File: config.mk
export PLATFORM = sky130hd
export DESIGN_NAME = e_unary_enc
export DESIGN_NICKNAME = d
export VERILOG_FILES = /design/src/rtl/e_unary_enc_skid.sv /design/src/rtl/e_unary_enc.sv
export SDC_FILE = /design/constraint.sdc
export NUM_CORES = 1
export LEC_CHECK = 0
export CAP_MARGIN = 0
export CORE_MARGIN = 10
export CORE_UTILIZATION = 49
export DETAILED_ROUTE_END_ITERATION = 8
export PLACE_DENSITY = 0.76
export REMOVE_ABC_BUFFERS = 1
export SYNTH_ARGS = -nofsm -noshare
export SYNTH_HDL_FRONTEND = slang
export SYNTH_HIERARCHICAL = 1
export SYNTH_SLANG_ARGS = --single-unit
File: constraint.sdc
create_clock -name clk -period 1.7 [get_ports clk]
set_input_delay 0.17 -clock clk [delete_from_list [all_inputs] [get_ports clk]]
set_output_delay 0.17 -clock clk [all_outputs]
set_load 0.005 [all_outputs]
File: src/rtl/e_unary_enc_skid.sv
// e_unary_enc_skid: generic two-entry valid/ready pipeline register (OUT + SKD).
// o_rdy is registered and the output side is fed only from flops.
`default_nettype none

module e_unary_enc_skid #(
    parameter int DW = 8
) (
    input  logic          clk,
    input  logic          arst_n,
    input  logic          i_vld,
    output logic          o_rdy,
    input  logic [DW-1:0] i_data,
    output logic          o_vld,
    input  logic          i_rdy,
    output logic [DW-1:0] o_data
);

    // Encoding is {SKD valid, OUT valid}; SKD is never valid while OUT is empty.
    typedef enum logic [1:0] {
        ST_EMPTY = 2'b00,
        ST_ONE   = 2'b01,
        ST_FULL  = 2'b11
    } state_e;

    state_e          state_q, state_d;
    logic            rdy_q, rdy_d;
    logic [DW-1:0]   out_q, out_d;
    logic [DW-1:0]   skd_q, skd_d;
    logic            acc;
    logic            xfer;

    assign o_vld  = (state_q != ST_EMPTY);
    assign o_rdy  = rdy_q;
    assign o_data = out_q;
    assign acc    = i_vld & rdy_q;
    assign xfer   = o_vld & i_rdy;

    always_comb begin
        state_d = state_q;
        out_d   = out_q;
        skd_d   = skd_q;
        case (state_q)
            ST_EMPTY: begin
                if (acc) begin
                    state_d = ST_ONE;
                    out_d   = i_data;
                end
            end
            ST_ONE: begin
                if (acc && xfer) begin
                    out_d = i_data;
                end else if (acc) begin
                    state_d = ST_FULL;
                    skd_d   = i_data;
                end else if (xfer) begin
                    state_d = ST_EMPTY;
                end
            end
            ST_FULL: begin
                if (xfer) begin
                    state_d = ST_ONE;
                    out_d   = skd_q;
                end
            end
            default: begin
                state_d = ST_EMPTY;
            end
        endcase
        rdy_d = (state_d != ST_FULL);
    end

    always_ff @(posedge clk or negedge arst_n) begin
        if (!arst_n) begin
            state_q <= ST_EMPTY;
            rdy_q   <= 1'b1;
            out_q   <= '0;
            skd_q   <= '0;
        end else begin
            state_q <= state_d;
            rdy_q   <= rdy_d;
            out_q   <= out_d;
            skd_q   <= skd_d;
        end
    end

endmodule

`default_nettype wire

File: src/rtl/e_unary_enc.sv
// e_unary_enc: streaming binary-to-unary (thermometer) encoder with optional
// complement form, range check, saturating error counter and skid-buffered output.
`default_nettype none

module e_unary_enc #(
    parameter int W                    = 16,
    parameter int P_EMIT_COMPLIMENT_EN = 1,
    parameter int P_ERR_CNT_W          = 8
) (
    input  logic                   clk,
    input  logic                   arst_n,
    input  logic                   i_vld,
    input  logic [$clog2(W):0]     i_n,
    input  logic                   i_cpl,
    output logic                   o_rdy,
    output logic                   o_vld,
    input  logic                   i_rdy,
    output logic [W-1:0]           o_code,
    output logic                   o_cpl,
    output logic                   o_err,
    output logic [P_ERR_CNT_W-1:0] o_err_cnt
);

    localparam int NW = $clog2(W) + 1;
    localparam int EW = W + 2;

    logic [W-1:0]           std_code;
    logic [W-1:0]           enc_code;
    logic                   enc_cpl;
    logic                   enc_err;
    logic [EW-1:0]          enc_entry;
    logic [EW-1:0]          out_entry;
    logic                   acc;
    logic [P_ERR_CNT_W-1:0] err_cnt_q, err_cnt_d;

    always_comb begin
        std_code = '0;
        for (int k = 0; k < W; k++) begin
            std_code[k] = (k < int'(i_n));
        end
        enc_err = (int'(i_n) >= W);
        enc_cpl = i_cpl & (P_EMIT_COMPLIMENT_EN != 0);
        // Error entries carry a zero code in standard form regardless of the request.
        if (enc_err) begin
            enc_code = '0;
            enc_cpl  = 1'b0;
        end else if (enc_cpl) begin
            enc_code = ~std_code;
        end else begin
            enc_code = std_code;
        end
    end

    assign enc_entry = {enc_err, enc_cpl, enc_code};
    assign acc       = i_vld & o_rdy;

    e_unary_enc_skid #(
        .DW (EW)
    ) u_skid (
        .clk    (clk),
        .arst_n (arst_n),
        .i_vld  (i_vld),
        .o_rdy  (o_rdy),
        .i_data (enc_entry),
        .o_vld  (o_vld),
        .i_rdy  (i_rdy),
        .o_data (out_entry)
    );

    assign o_err  = out_entry[EW-1];
    assign o_cpl  = out_entry[EW-2];
    assign o_code = out_entry[W-1:0];

    always_comb begin
        err_cnt_d = err_cnt_q;
        if (acc && enc_err && (err_cnt_q != {P_ERR_CNT_W{1'b1}})) begin
            err_cnt_d = err_cnt_q + P_ERR_CNT_W'(1);
        end
    end

    always_ff @(posedge clk or negedge arst_n) begin
        if (!arst_n) begin
            err_cnt_q <= '0;
        end else begin
            err_cnt_q <= err_cnt_d;
        end
    end

    assign o_err_cnt = err_cnt_q;

    // NW is the declared count width; kept for readers matching port sizing.
    if (NW != $clog2(W) + 1) begin : g_nw_guard
        $error("count width mismatch");
    end

endmodule

`default_nettype wire
# ---- Word-level counts from Yosys, hierarchy flattened
# Index checks and enable logic that the tools add are counted.
dict set report word_totals {
  regBits 47
  input_bits 10
  output_inout_bits 28
  word_cells 55
}
dict set report op_classes {
  add_sub_neg 1
  order_cmp 17
  n_eq_ne 7
  mux 13
  n_bitwise 4
  reduce_logical 8
}
# operator n
set op_table {}
lappend op_table {{18-bit 2-to-1 mux} 3}
lappend op_table {{18-bit case mux with 3 select lines} 1}
lappend op_table {{4-bit by 5-bit less-than comparator with 1-bit output, first input constant} 8}
lappend op_table {{16-bit 2-to-1 mux} 2}
lappend op_table {{3-bit by 5-bit less-than comparator with 1-bit output, first input constant} 4}
lappend op_table {{16-bit NOT} 1}
lappend op_table {{1-bit by 5-bit less-than comparator with 1-bit output, first input constant} 2}
lappend op_table {{2-bit by 5-bit less-than comparator with 1-bit output, first input constant} 2}
lappend op_table {{2-bit 2-to-1 mux} 5}
lappend op_table {{8-bit by 1-bit adder with 8-bit output, second input constant} 1}
lappend op_table {{8-bit != test, second input constant} 1}
lappend op_table {{2-bit case mux with 3 select lines} 1}
lappend op_table {{5-bit greater-or-equal comparator, second input constant} 1}
lappend op_table {{2-bit by 1-bit != test with 1-bit output, second input constant} 2}
lappend op_table {{2-bit != test, second input constant} 2}
lappend op_table {{4-bit AND reduction} 1}
lappend op_table {{1-bit logical AND} 3}
lappend op_table {{3-bit AND reduction} 1}
lappend op_table {{3-bit nonzero test} 1}
lappend op_table {{1-bit bitwise AND} 2}
lappend op_table {{2-bit by 1-bit equality test with 1-bit output, second input constant} 1}
lappend op_table {{2-bit equality test, second input constant} 1}
lappend op_table {{2-bit logical NOT} 1}
lappend op_table {{2-bit nonzero test} 1}
lappend op_table {{2 further kinds} 2}

# ---- Depth between registers and ports, before layout
dict set report logic_depth {
  depth_word 7
  depth_mapped 9
  ltp_nobuf 6
}

# ---- Cells and area by module
# Netlist, hierarchy kept.
# module instances cells_per_inst area_per_inst_um2 seq_area_each_um2
set modules_own_cells {}
lappend modules_own_cells {e_unary_enc_skid 1 147 1851.8 977.2}
lappend modules_own_cells {e_unary_enc 1 93 743.2 200.2}

# ---- Worst setup path after synthesis
# OpenSTA, ideal clock, no wires.
dict set report synth_timing {
  kind {flip-flop to flip-flop}
  startpoint {reg u_skid.state_q[0]}
  endpoint {reg u_skid.out_q[0], in the netlist u_skid/o_data[0]}
  setup_time_ns 0.073
  arrival_time_ns 1.723
  required_ns 1.627
  slack_ns -0.096
  path_stages_with_launch 9
  path_buffers 2
  synth_period_minus_slack_ns 1.796
  path_cell_list {dfrtp_1 > inv_1 > ha_1 > nand2b_1 > a2bb2oi_1 > buf_2 > clkbuf_1 > a21oi_1 > a21oi_2}
}
dict set report synth_via {
  elab_chain_len 5
  elab_cells_between_ends 12
  classes_between {eq/ne: 5; mux: 1; bitwise: 1; reduce/logical: 5}
}
# element line
set synth_lines {}
lappend synth_lines {{from (decl)} e_unary_enc_skid.sv:25} ;# state_e state_q, state_d;
lappend synth_lines {{from (signal assigned)} e_unary_enc_skid.sv:79} ;# state_q <= state_d;
lappend synth_lines {{2-bit nonzero test} e_unary_enc_skid.sv:32} ;# assign o_vld = (state_q != ST_EMPTY);
lappend synth_lines {{1-bit bitwise AND} e_unary_enc_skid.sv:36} ;# assign xfer = o_vld & i_rdy;
lappend synth_lines {{1-bit logical AND} e_unary_enc_skid.sv:50} ;# if (acc && xfer) begin
lappend synth_lines {{2-bit by 1-bit != test with 1-bit output (no source line)} --}
lappend synth_lines {{4-bit AND reduction (no source line)} --}
lappend synth_lines {{to (signal assigned)} e_unary_enc_skid.sv:81} ;# out_q <= out_d;
lappend synth_lines {{to (decl)} e_unary_enc_skid.sv:27} ;# logic [DW-1:0] out_q, out_d;
# Parallel ways exist; a longest one is shown, timed or not.
# A chain may end at the register's enable or synchronous reset.

# ---- Worst setup path after layout
dict set report layout_timing {
  startpoint {reg u_skid.state_q[1]}
  endpoint {reg u_skid.skd_q[15]}
}
dict set report layout_via {
  elab_chain_len 5
  elab_cells_between_ends 6
  classes_between {eq/ne: 1; bitwise: 2; reduce/logical: 3}
}
# element line
set layout_lines {}
lappend layout_lines {{2-bit nonzero test} e_unary_enc_skid.sv:32}
lappend layout_lines {{1-bit bitwise AND} e_unary_enc_skid.sv:36}
lappend layout_lines {{1-bit logical AND} e_unary_enc_skid.sv:50}
lappend layout_lines {{1-bit NOT (no source line)} --}
lappend layout_lines {{3-bit AND reduction (no source line) *} --}
lappend layout_lines {{to (signal assigned)} e_unary_enc_skid.sv:82} ;# skd_q <= skd_d;
lappend layout_lines {{to (decl)} e_unary_enc_skid.sv:28} ;# logic [DW-1:0] skd_q, skd_d;
# Mark *: on every way between the ends. The rest lies on a longest branch, timed or not.

==> impl_metrics.toml <==
[worst_hold_path]
min_path_type = "in -> async"

[finish]
drive_gt1_share_pct = 26.9
filler_cell_count = 435
n_antenna_cell = 0
design.final.nets = 309
finish.instance_area_um2 = 3350
most_common_cell_after_layout_fill_and_taps_aside = "sky130_fd_sc_hd__dfrtp_1"
area.growth.synth_to_final_pct = 29.0
highest_count_cells_in_the_layout_ignoring_fill_and_taps = "sky130_fd_sc_hd__dfrtp_1 (46), sky130_fd_sc_hd__clkdlybuf4s50_1 (35), sky130_fd_sc_hd__a21oi_1 (30)"
layout.area.seq_um2 = 1180
multi_input_comb_area_um2 = 1310

[synth]
synth.ff_latch_count = 47
netlist.area_leader.share_pct = 44.4
most_instantiated_flip_flop_cell_in_the_synthesis_netlist = "sky130_fd_sc_hd__dfrtp_1"
synth.distinct_cells = 43
synthArstFlopShare_pct = 100
synth.yosys.warnings = 6
post_synth_main_area_contributors = "sky130_fd_sc_hd__dfrtp_1 (44%), sky130_fd_sc_hd__mux2_2 (9.1%), sky130_fd_sc_hd__mux2i_1 (6.9%), sky130_fd_sc_hd__a21oi_1 (5.8%), sky130_fd_sc_hd__xor2_1 (4.1%)"
synth_enable_flop_cells = 0
yosysSeqAreaShare_pct = 45.4
synthesis.area_um2 = 2590
synthesis.area_per_instance_um2 = 10.8
yosys_top_cell_by_area = "sky130_fd_sc_hd__dfrtp_1"
synthCells = 240

[power_and_ir_drop]
switching_share_pct = 36.5
total_leakage_power_nw = 1.42
p_int_w = 0.00383
seqPwrFrac_pct = 32.6
p_clk_share_pct = 12.2
share_comb_of_total_power_pct = 55.2
power.density_cell_area_nw_per_um2 = 1800
ir_drop_mv = 1.03
report.power.total_w = 0.00604
switching_power_w = 0.00221

[timing]
timing_worst_slew_pin_value_ps = 520
min_period_over_period_pct = 97.5
postLayoutSetupSlackWorst_ps = 42.4
finalMaxSlewViolations = 0
timing.final.hold_violations = 0
post_layout_minimum_cycle_time_ps = 1660
tns_ps = 0
setup_repair_after_global_routing_missed_its_margin = "yes"
fmax_mhz = 603
clock-skew-final_ps = 7.67
final_setup_vio_count = 0
maxSlewHeadroom_pct = 65.3

[placed_design]
gp_congestion = 0.830
dp_slack_ps = -43.6
hpwl_um = 3970
place_area_um2 = 3120
place.port_buffers = 37

[route]
antenna_violating_nets_post_route = 0
viasPerCell = 5.27
drt_first_pass_iters = 4
detail_route.iter0.violations = 66
drc_errors = 0
average_routed_wire_per_standard_cell_um = 16.3
detail_route.wirelength_um = 5930
dr_total_vias = 1918

[die]
die_area_um2 = 8610
die_h_um = 92.8
floorplan.die.width_um = 92.8
floorplan.io_pins = 38
starting_density_of_the_core_pct = 50.8
num_rows = 26
area_of_the_core_um2 = 5110

[global_route]
grt_pass1_vias = 1959
initial_antenna_violation_count = 0
first_pass_grt_wire_length_um = 9170
grt-ovfl-total = 0
grt_overall_usage_pct = 12.9
maximum_number_of_pins_on_one_net_before_global_route_repair = 28

[clock_tree]
cts_max_level = 2
cts.root.buffer_cell = "sky130_fd_sc_hd__clkbuf_8"
clk_transition_reported_paths_ps = 90
tritoncts = "yes"
cts_buffer_depth = 2
clk-insertion-delay-late_ps = 300
sink_count = 47
cts_buffers = 5

[status]
outcome = "finished, final reports clean"

[setup_path]
element_type_at_the_critical_path_start = "flip-flop"
cpLargestDelayFamily = "buffers and inverters"
cp.arrival_ps = 1840
cp-end-kind = "flip-flop"
timing.critical_path.slowest_cell_delay_ps = 370
critical-path-slowest-cell = "sky130_fd_sc_hd__dfrtp_1"
criticalPathCategory = "reg -> reg"
crit_fanout = 4
worst-endpoint-required_ps = 1890
path_buf_inv = 3
critical_path.cell_chain = "inv_1, ha_4, nand2b_4, buf_4, nand3_4, clkbuf_16, mux2_2"

[run]
timing.max_cap.violations = 0
[worst paths after layout]
| path | startpoint | to | slack (ps) | depth (start not counted) |
|---|---|---|---|---|
| setup / recovery | u_skid/state_q[1]$_DFF_PN0_ | u_skid/skd_q[15]$_DFFE_PN0P_ | 40 | 7 |
| hold / removal | arst_n | o_err_cnt[0]$_DFFE_PN0P_ | 370 | 2 |
| setup reg to reg | u_skid/state_q[1]$_DFF_PN0_ | u_skid/skd_q[15]$_DFFE_PN0P_ | 40 | 7 |
| hold reg to reg | u_skid/skd_q[4]$_DFFE_PN0P_ | u_skid/skd_q[4]$_DFFE_PN0P_ | 510 | 1 |
| max in group asynchronous | arst_n | u_skid/o_rdy$_DFF_PN1_ | 740 | 3 |
| min in group clk | u_skid/skd_q[4]$_DFFE_PN0P_ | u_skid/skd_q[4]$_DFFE_PN0P_ | 510 | 1 |
[cells by family after synthesis]
logic type               after synthesis  synth area share (%)
buffers and inverters                 27                  5.98
flip-flops                            47                  45.4
AO/OA/AOI/OAI                         57                  14.0
multiplexers                          40                  16.6
AND/OR/NAND/NOR                       45                  9.02
XOR/XNOR                              17                  5.74
adder cells (fa/ha/maj)                7                  3.28
[metal layers]
layer	vias up	wire [um]	GRT usage, %
met2	31	2920	22.0
met3	4	290	4.60
met4	0	49	3.86
met5	-	0	0
li1	945	-	-
met1	938	2670	14.9
[power by group through the flow]
stage	combinational [W]	clock, W	sequential [W]
global route	0.00366	0.000789	0.00204
finish	0.00333	0.000738	0.00197
detailed placement	0.00306	0	0.00199
global placement	0.00300	0	0.00197
floorplan	0.00161	0	0.00199
CTS	0.00306	0.000754	0.00197
[stage by stage]
stage	std cells	hold WS [ps]	util, %
after CTS	359	396	63.2
after floorplan	219	-126	-
after global routing	364	401	65.5
after detailed placement	350	180	61.1
final	364	368	65.5
after global placement	350	176	61.1
[cell type report]
type                       instances  share of cell area, %
clock buffer                       8                   2.99
multi-input combinational        167                   39.1
inverter                           6                  0.673
timing repair buffer              66                   19.5
tap                               70                   2.62
sequential                        47                   35.2
[registers in the layout, summed over array words and instances (netlist names)]
signal and count:
u_skid/skd_q 18, u_skid/state_q 2, o_err_cnt 8, u_skid/o_data 18, u_skid/o_rdy 1
[cells in the mapped netlist, types with 6 or more instances]
cell type and number:
sky130_fd_sc_hd__dfrtp_1 46, sky130_fd_sc_hd__a21oi_1 30, sky130_fd_sc_hd__mux2_2 21, sky130_fd_sc_hd__mux2i_1 18
sky130_fd_sc_hd__nor2_1 17, sky130_fd_sc_hd__xor2_1 12, sky130_fd_sc_hd__a21oi_2 10, sky130_fd_sc_hd__clkbuf_1 8
sky130_fd_sc_hd__buf_2 6, sky130_fd_sc_hd__ha_1 6, sky130_fd_sc_hd__inv_1 6
[worst reg2reg max path, delay by kind of cell, from the launching register on]
family                   cells  cell delay (ps)
multiplexers                 1              330
buffers and inverters        3              400
adder cells (fa/ha/maj)      1              170
AND/OR/NAND/NOR              2              270
flip-flops                   1              370
[repair_timing]
item | 4_1_cts | 5_1_grt
hold buffers | 1 | 0
setup buffers | 0 | 1
pin swaps | 0 | 3
cloned | 0 | 4
endpoints found under the setup margin | 1 | 39
resized for setup | 1 | 9
hold endpoints to repair | 20 | 0
No activity file was read; power rests on OpenSTA's default activity.
